File: src/rtl/bidir_pkg.sv
// -----------------------------------------------------------------------------
// bidir_pkg
//   Shared definitions for the bidirectional bus arbiter.
//   - state_t : arbiter FSM encoding (also exported on the debug port)
//   - HOLD_W  : width of the ownership hold counter
//   - TURN_W  : width of the turnaround (dead gap) counter
//   - sat_inc : saturating increment for the hold counter
// -----------------------------------------------------------------------------
package bidir_pkg;

    localparam int HOLD_W = 8;
    localparam int TURN_W = 4;

    typedef enum logic [1:0] {
        S_IDLE = 2'd0,
        S_OWN1 = 2'd1,
        S_OWN2 = 2'd2,
        S_TURN = 2'd3
    } state_t;

    localparam logic [HOLD_W-1:0] HOLD_SAT = '1;

    // The hold counter must never wrap: a wrapped count could match the
    // preemption threshold a second time during one long ownership.
    function automatic logic [HOLD_W-1:0] sat_inc(input logic [HOLD_W-1:0] v);
        return (v == HOLD_SAT) ? v : v + 1'b1;
    endfunction

endpackage

File: src/rtl/bidir_bus_arbiter_rr_pick2.sv
// -----------------------------------------------------------------------------
// rr_pick2
//   Combinational 2-way round-robin chooser.
//   Ports:
//     req1, req2 : pending requests
//     last       : previous owner (0 = requester 1, 1 = requester 2)
//     pick       : chosen requester (0 = requester 1, 1 = requester 2);
//                  only meaningful when req1 | req2
//   A lone request always wins, whatever last says; a tie goes to the
//   requester that did not own the line most recently.
// -----------------------------------------------------------------------------
module rr_pick2 (
    input  logic req1,
    input  logic req2,
    input  logic last,
    output logic pick
);

    always_comb begin
        pick = 1'b0;
        if (req1 && req2) begin
            pick = ~last;
        end else begin
            pick = req2;
        end
    end

endmodule

File: src/rtl/bidir_bus_arbiter.sv
// -----------------------------------------------------------------------------
// bidir_bus_arbiter
//   Arbitrates ownership of a shared bidirectional data line between two
//   requesters and drives the tristate enables of the bidir wrapper. The two
//   enables are never high together, a dead gap of TURN_CYC cycles separates
//   consecutive owners, and an owner is forced off after MAX_HOLD cycles if the
//   other side is waiting at that point (MAX_HOLD = 0 disables this).
//
//   Parameters:
//     TURN_CYC  : dead cycles between owners, 1..15
//     MAX_HOLD  : owned cycles before preemption, 0..255 (0 = never preempt)
//   Ports:
//     clk        : arbiter clock (clk_2mhz)
//     rst_n      : asynchronous active-low reset
//     locked     : clock generator lock; nothing is granted while low and a
//                  current owner is released when it drops
//     req1/req2  : request to drive the line
//     gnt1/gnt2  : requester owns the line
//     data_en1/2 : tristate enables, identical to gnt1/gnt2
//     busy       : arbiter is not idle (owning or in turnaround)
//     preempt    : one-cycle pulse in the first turnaround cycle after an
//                  owner was forced off by MAX_HOLD
//     dbg_state  : current FSM state (bidir_pkg::state_t encoding)
//
//   Handshake: reqx is raised and held until gntx is seen; gntx rises one
//   cycle after the request is accepted and stays high for as long as reqx
//   stays high (and locked stays high and no preemption happens). Dropping
//   reqx before the grant simply withdraws the request; dropping it while
//   owning releases the line on the next edge.
//
//   All outputs are registered: each is computed from the next-state logic
//   and loaded on the same edge as the state register.
// -----------------------------------------------------------------------------
module bidir_bus_arbiter
    import bidir_pkg::*;
#(
    parameter int TURN_CYC = 2,
    parameter int MAX_HOLD = 8
) (
    input  logic       clk,
    input  logic       rst_n,
    input  logic       locked,
    input  logic       req1,
    input  logic       req2,
    output logic       gnt1,
    output logic       gnt2,
    output logic       data_en1,
    output logic       data_en2,
    output logic       busy,
    output logic       preempt,
    output logic [1:0] dbg_state
);

    // Counter reload / threshold values, sized to their counters.
    localparam logic [TURN_W-1:0] TURN_LOAD  = TURN_W'(TURN_CYC - 1);
    localparam logic              PREEMPT_EN = (MAX_HOLD > 0);
    localparam logic [HOLD_W-1:0] HOLD_LIMIT = HOLD_W'((MAX_HOLD > 0) ? (MAX_HOLD - 1) : 0);

    state_t              state;
    state_t              state_nx;
    logic [HOLD_W-1:0]   hold_cnt;
    logic [HOLD_W-1:0]   hold_nx;
    logic [TURN_W-1:0]   turn_cnt;
    logic [TURN_W-1:0]   turn_nx;
    // 0 = requester 1 owned last, 1 = requester 2 owned last.
    logic                last;
    logic                last_nx;
    logic                preempt_nx;

    logic                pick;
    logic                any_req;
    logic                own_req;
    logic                other_req;
    logic                hold_hit;
    state_t              grant_state;

    rr_pick2 u_rr_pick2 (
        .req1 (req1),
        .req2 (req2),
        .last (last),
        .pick (pick)
    );

    assign dbg_state = state;

    // -------------------------------------------------------------------------
    // Next-state and counter logic
    // -------------------------------------------------------------------------
    always_comb begin
        state_nx    = state;
        hold_nx     = hold_cnt;
        turn_nx     = turn_cnt;
        last_nx     = last;
        preempt_nx  = 1'b0;

        any_req     = req1 | req2;
        grant_state = pick ? S_OWN2 : S_OWN1;

        // Request of the current owner and of the side that is waiting.
        own_req     = (state == S_OWN2) ? req2 : req1;
        other_req   = (state == S_OWN2) ? req1 : req2;

        // Preemption fires only on the exact cycle the hold count reaches its
        // limit while the other side is requesting; a request that arrives
        // later does not cut the ownership short.
        hold_hit    = PREEMPT_EN && (hold_cnt == HOLD_LIMIT) && other_req;

        case (state)
            S_IDLE: begin
                if (locked && any_req) begin
                    state_nx = grant_state;
                    hold_nx  = '0;
                end
            end

            S_OWN1, S_OWN2: begin
                if (!own_req || !locked || hold_hit) begin
                    state_nx   = S_TURN;
                    turn_nx    = TURN_LOAD;
                    last_nx    = (state == S_OWN2);
                    // A release or a lock loss takes priority: only flag the
                    // exit as a preemption when the owner still wanted the line.
                    preempt_nx = own_req && locked;
                end else begin
                    hold_nx = sat_inc(hold_cnt);
                end
            end

            S_TURN: begin
                if (turn_cnt == '0) begin
                    if (locked && any_req) begin
                        state_nx = grant_state;
                        hold_nx  = '0;
                    end else begin
                        state_nx = S_IDLE;
                    end
                end else begin
                    turn_nx = turn_cnt - 1'b1;
                end
            end

            default: begin
                state_nx = S_IDLE;
            end
        endcase
    end

    // -------------------------------------------------------------------------
    // State, counters and registered outputs
    // -------------------------------------------------------------------------
    always_ff @(posedge clk or negedge rst_n) begin
        if (!rst_n) begin
            state    <= S_IDLE;
            hold_cnt <= '0;
            turn_cnt <= '0;
            last     <= 1'b1;
            gnt1     <= 1'b0;
            gnt2     <= 1'b0;
            data_en1 <= 1'b0;
            data_en2 <= 1'b0;
            busy     <= 1'b0;
            preempt  <= 1'b0;
        end else begin
            state    <= state_nx;
            hold_cnt <= hold_nx;
            turn_cnt <= turn_nx;
            last     <= last_nx;
            gnt1     <= (state_nx == S_OWN1);
            gnt2     <= (state_nx == S_OWN2);
            data_en1 <= (state_nx == S_OWN1);
            data_en2 <= (state_nx == S_OWN2);
            busy     <= (state_nx != S_IDLE);
            preempt  <= preempt_nx;
        end
    end

endmodule

File: config.mk
export PLATFORM = sky130hd
export DESIGN_NAME = bidir_bus_arbiter
export DESIGN_NICKNAME = d
export VERILOG_FILES = /design/src/rtl/bidir_pkg.sv /design/src/rtl/bidir_bus_arbiter_rr_pick2.sv /design/src/rtl/bidir_bus_arbiter.sv
export SDC_FILE = /design/constraint.sdc
export NUM_CORES = 1
export LEC_CHECK = 0
export CORE_ASPECT_RATIO = 0.8
export CORE_MARGIN = 1
export CORE_UTILIZATION = 35
export CTS_CLUSTER_DIAMETER = 100
export DETAILED_ROUTE_END_ITERATION = 8
export GPL_ROUTABILITY_DRIVEN = 0
export SYNTH_ARGS = -nofsm -noshare
export SYNTH_HDL_FRONTEND = slang
export SYNTH_SLANG_ARGS = --single-unit
File: constraint.sdc
create_clock -name clk -period 2.4 [get_ports clk]
set_input_delay 0.24 -clock clk [delete_from_list [all_inputs] [get_ports clk]]
set_output_delay 0.24 -clock clk [all_outputs]
set_load 0.05 [all_outputs]
==> impl_metrics.yaml <==
routing:
  post-route-drc-count: 0
  avgViaCountPerCell: 5.78
  wl_um: 2840
  detail-route-antenna-nets: 0
  drtPass1Iterations: 4
  dr_total_vias: 1099
  drtIter0Drc: 79
  wire_per_inst_um: 14.9
sta:
  skew_ns: 0.00199
  rsz0062_at_grt: "false"
  tightest_slew_ns: 0.497
  fmax_ghz: 0.454
  hold_viol: 0
  slew_violations: 0
  fin_ws_ns: 0.197
  fin_crit_ns: 2.20
  tns_ns: 0
  finalSetupViolCount: 0
  relSlewSlack_pct: 66.8
  post-route-period-util_pct: 91.8
synth:
  syn_nets: 145
  synthAdderAreaFrac_pct: 5.20
  synth_xor_area_share_pct: 0
  postSynthAreaPerCell_sq_um: 8.91
  yosysSeqAreaShare_pct: 39.6
  synthSimpleGateAreaFrac_pct: 27.5
  synth_top_family_by_area: "simple AND/OR/NAND/NOR gates"
  post_synth_num_cell_types: 39
  netlist_instances: 135
  syn_area_sq_um: 1200
  ys_ff_latch: 19
  synth_compound_area_share_pct: 15.8
  ys_warn_count: 0
  synthMuxAreaShare_pct: 5.20
floorplanning:
  dieHeight_um: 54.4
  dieArea_sq_um: 3680
  ios: 13
  die_w_um: 67.5
  coreArea_sq_um: 3180
  num_rows: 18
  initial_core_util_pct: 37.9
clocking:
  cts.reportedPaths.clkPinSlew_ns: 0.07
  clkSinkCount: 19
  cts_tree: "done"
  post_cts_buffers: 0
  root_buffer: "clkbuf_8"
  cts_max_level: 1
  clkLatencyLatePin_ns: 0.26
  cts_hold_buf: 0
  cts_made_buffers: 3
  clockBufferDepth: 2
  cts_resized: 0
placement:
  placed_cells: 186
  place_ws_ns: 0.234
  port_buffers: 12
  dp_hpwl_um: 2120
finish:
  antennaDiodeCount: 0
  layout_common_cells: "dfrtp_1 (16), nand2_1 (14), clkdlybuf4s50_1 (12)"
  fin_util_pct: 45.2
  multiInputGateArea_sq_um: 646
  fin_cells: 190
  fillers: 319
  seqCellArea_sq_um: 479
  syn2layout_area_growth_pct: 19.3
  drive_gt1_share_pct: 12.0
  nets: 161
  mostFrequentLayoutCell: "dfrtp_1"
worst_setup_path:
  worstSetupPathType: "flip-flop to flip-flop"
  arrival_ns: 2.40
  worst_setup_path_end_kind: "flip-flop"
  crit_path_start_kind: "flip-flop"
  crit_required_ns: 2.60
  crit_fanout: 8
power:
  leakage_uw: 0.000667
  finalPower_uw: 2020
  p_per_area_nw_per_um2: 1410
  peakVddDrop_mv: 0.551
global_routing:
  antenna_found_initial: 0
  grtUsageTotal_pct: 18.3
  grt_pass1_wl_um: 4880
  grt_max_degree: 20
  grt_overflow: 0
  grt_pass1_vias: 1044
job:
  maxCapViolCount: 0
status:
  status: "finished clean"
worst_hold_path:
  min_path_type: "input port to asynchronous set/reset pin"
synth_stat cells:
| master | number | area, sq um |
|---|---|---|
| nand4b_1 | 1 | 8.76 |
| o32a_1 | 1 | 10.0 |
| nand3b_1 | 1 | 7.51 |
| a31oi_1 | 3 | 18.8 |
| nor4_1 | 4 | 25.0 |
| mux2_2 | 2 | 22.5 |
| or4_1 | 1 | 7.51 |
| dfstp_2 | 1 | 26.3 |
| buf_2 | 1 | 5.00 |
| clkinv_1 | 1 | 3.75 |
| a21oi_1 | 2 | 10.0 |
| o311a_1 | 1 | 10.0 |
| o221a_2 | 1 | 11.3 |
| nor3_1 | 4 | 20.0 |
| nor2_1 | 6 | 22.5 |
| nand4_1 | 4 | 25.0 |
| a211o_1 | 6 | 52.6 |
| o21a_1 | 1 | 7.51 |
| nor4b_1 | 1 | 8.76 |
| o32ai_1 | 1 | 8.76 |
| nand3_1 | 11 | 55.1 |
| a21o_1 | 1 | 7.51 |
| or3b_4 | 1 | 11.3 |
| nand2_1 | 14 | 52.6 |
| nor3b_1 | 2 | 15.0 |
| and2_1 | 2 | 12.5 |
| inv_1 | 10 | 37.5 |
| mux2i_1 | 4 | 40.0 |
| dfrtp_1 | 18 | 450 |
| a211oi_1 | 1 | 7.51 |
| o21ai_0 | 4 | 20.0 |
| and3_1 | 5 | 31.3 |
| ha_1 | 5 | 62.6 |
| or3_1 | 1 | 6.26 |
| o221ai_1 | 3 | 26.3 |
| and2_4 | 1 | 8.76 |
| clkbuf_1 | 5 | 18.8 |
| buf_4 | 2 | 15.0 |
| nor2b_1 | 2 | 12.5 |
metrics by stage:
step           hold WS [ns]  area (sq um)
2_1_floorplan       -0.0556          1200
6_report              0.313          1430
5_1_grt               0.349          1430
4_1_cts               0.319          1430
3_3_place_gp          0.521          1390
3_5_place_dp          0.535          1390
kinds of logic (layout without fill, tap and decap cells):
kind of cell | Yosys count | after routing
DFF | 19 | 19
buffers and inverters | 19 | 34
AOI/OAI and AO/OA | 25 | 25
muxes | 6 | 6
adders and majority gates | 5 | 5
and+or+nand+nor | 61 | 61
final timing paths:
| path | startpoint | end | slack [ns] | depth (start not counted) |
|---|---|---|---|---|
| max in group asynchronous | rst_n | last | 1.82 | 2 |
| worst min register to register | hold_cnt[1] | hold_cnt[1] | 0.56 | 1 |
| worst max-delay path | turn_cnt[0] | hold_cnt[2] | 0.20 | 8 |
| worst max register to register | turn_cnt[0] | hold_cnt[2] | 0.20 | 8 |
| min in group clk | hold_cnt[1] | hold_cnt[1] | 0.56 | 1 |
| worst min-delay path | rst_n | data_en1 | 0.31 | 2 |
flip-flops by register name, summed over array words and instances, names as in the netlist:
name,count
hold_cnt,8
turn_cnt,4
dbg_state,2
busy,1
data_en1,1
data_en2,1
last,1
preempt,1
per-layer routing:
metal	vias up	wire length, um	share of wire (%)	GRT usage [%]
li1	526	-	-	-
met1	532	1450	51	26.2
met2	37	1160	41	26.6
met3	4	212	7.5	5.21
met4	0	17	0.60	4.26
met5	-	0	0	0
power breakdown:
part / internal (uW) / switching (uW) / total, uW
logic: 506 / 743 / 1250
clock network: 118 / 110 / 228
registers: 440 / 107 / 547
total: 1060 / 961 / 2020
critical path, stage by stage, from the launching register on:
cell	delay, ns
dfrtp_1	0.41
inv_1	0.08
ha_1	0.20
or3b_4	0.42
and2_4	0.17
a211o_1	0.29
buf_4	0.17
nor4_1	0.25
a211o_1	0.15
layout make-up:
| type | instances | share of cell area, % |
|---|---|---|
| clock buffer | 4 | 3.14 |
| inverter | 11 | 2.88 |
| multi-input combinational | 97 | 45.0 |
| sequential | 19 | 33.4 |
| tap | 40 | 3.49 |
| timing repair buffer | 19 | 12.0 |
No activity file was read; power rests on OpenSTA's default activity.
==> patch (same flow settings) <==
One comparison of `hold_cnt` changes from == to >=.
--- a/src/rtl/bidir_bus_arbiter.sv
+++ b/src/rtl/bidir_bus_arbiter.sv
@@ -104,5 +104,5 @@
         // limit while the other side is requesting; a request that arrives
         // later does not cut the ownership short.
-        hold_hit    = PREEMPT_EN && (hold_cnt == HOLD_LIMIT) && other_req;
+        hold_hit    = PREEMPT_EN && (hold_cnt >= HOLD_LIMIT) && other_req;
 
         case (state)
Behaviour: no difference found for any inputs over 10 cycles, from zero or initial values and one cycle with rst_n low; that may be too few to reach the edited logic, so the function may still have changed.
==> patch against the unedited design <==
  * Synthesized area shrank 7.6%
  * Sequential cell count did not move
  * Global-route usage is 1.5 points lower
  * Setup slack lost 0.027 ns
  * Power down 11%
  * Routed wire length is 16% lower
  * Maximum frequency down 1.2%
  * Cell area fell by 5.6%
  * Highest routed layer unchanged
==> patch: results (changes against the unedited design) <==
* Cts repair resizes at 0 (unchanged)
* First-pass GRT wire length at 4070 um (was 4880 um)
* M1 GR Usage at 19.5% (was 26.2%)
* Post-synth top cells: 18 x dfrtp_1, 13 x nor2_1, 11 x nand2_1 (was 18 x dfrtp_1, 14 x nand2_1, 11 x nand3_1)
* Async set-reset flop share out of synthesis at 100% (unchanged)
* Post-Synth XOR/XNOR Area at 1.58% (was 0%)
* CTS Buf Count at 3 (unchanged)
* Met3 Use GR at 5.65% (was 5.21%)
* Clock Path Buffers at 2 (unchanged)
* Via count at 949 (was 1099)
* Reg2Reg Depth at 7 (was 8)
* Area fraction in compound gates after synthesis at 18.6% (was 15.8%)
* Fillcell total at 292 (was 319)
* CP max stage delay at 0.42 ns (about the same)
* Number of distinct library cells after synthesis at 40 (was 39)
* Placed Cells incl. Taps at 171 (was 186)
* Post-synthesis sequential area ratio at 42.9% (was 39.6%)
* Leakage power at 0.593 nW (was 0.667 nW)
* Worst R2R Start: turn_cnt[0] (unchanged)
* CP startpoint kind: register (unchanged)
* M1 WL at 1160 um (was 1450 um)
* Root Buffer: clkbuf_8 (unchanged)
* Fraction of layout cells with a size suffix above 1 at 15.3% (was 12.0%)
* Routed wire length per instance at 13.6 um (was 14.9 um)
* Router iterations before antenna repair at 4 (unchanged)
* Crit path to: hold_cnt[5] (was hold_cnt[2])
* Status: complete, no violations (unchanged)
* Worst-skew pair later-pin latency at 0.26 ns (about the same)
* Routed met2 length at 1060 um (was 1160 um)
* Total Nets Final at 148 (was 161)
* Synthesized instance count at 118 (was 135)
* Tightest Pin Transition at 0.571 ns (was 0.497 ns)
* ANT cells at 0 (unchanged)
* Max FO, Critical Path at 4 (was 8)
* Fin Clk Skew at 0.00104 ns (was 0.00199 ns)
* Most flop-heavy register: hold_cnt (unchanged)
* Peak VDD IR at 0.538 mV (was 0.551 mV)
* Met2 Use GR at 28.5% (was 26.6%)
* Initial DRC count at 77 (was 79)
* Met3 wire length at 126 um (was 212 um)
* Vias in the first global route at 914 (was 1044)
* Top post-synthesis cells by area: dfrtp_1 41%, ha_1 5.6%, nor2_1 4.4% (was dfrtp_1 37%, ha_1 5.2%, nand3_1 4.6%)
* Crit path DAT at 2.42 ns (was 2.40 ns)
* Initial antenna violation count at 0 (unchanged)
* Worst R2R Setup Slack at 0.17 ns (was 0.20 ns)
* CTS clk-pin slew, worst paths at 0.07 ns (about the same)
* Hpwl dp at 1800 um (was 2120 um)
* Syn Nets at 128 (was 145)
* Hold_buf cts at 0 (unchanged)
* Post-synth top flop: dfrtp_1 (unchanged)
* CP max stage cell: or3b_4 (unchanged)
* Post-synthesis mux area share at 4.95% (was 5.20%)
* Tightest Hold Check Type: in2async (unchanged)
* GR Util All Layers at 16.8% (was 18.3%)
* Post-Layout Cell Count at 175 (was 190)
* Adder-cell share of the synthesized area at 5.63% (was 5.20%)
patch: per-stage QoR:
step           power [W]  hold slack [ns]  worst slack [ns]  cell area, sq um  utilization, %
3_3_place_gp     0.00156            0.456             0.240              1310            45.2
6_report         0.00181            0.314             0.170              1350            46.8
4_1_cts          0.00182            0.319             0.158              1350            46.8
2_1_floorplan    0.00126          -0.0556            0.0166              1110               -
3_5_place_dp     0.00158            0.456             0.173              1310            45.2
5_1_grt          0.00197            0.330            0.0669              1350            46.8
patch: final cells by class:
cell class / instances / area [sq um] / share of cell area (%)
clock buffers: 3 / 41.3 / 3.05
clock inverters: 1 / 5.00 / 0.370
inverters: 5 / 18.8 / 1.39
multi-input cells: 90 / 591 / 43.6
flip-flops and latches: 19 / 478 / 35.3
well taps: 38 / 47.5 / 3.51
repair buffers: 19 / 173 / 12.8
patch: power by group:
group	switching (W)	total (W)	internal [W]
combinational	0.000662	0.00109	0.000428
clock	0.000116	0.000232	0.000116
sequential	0.0000708	0.000487	0.000416
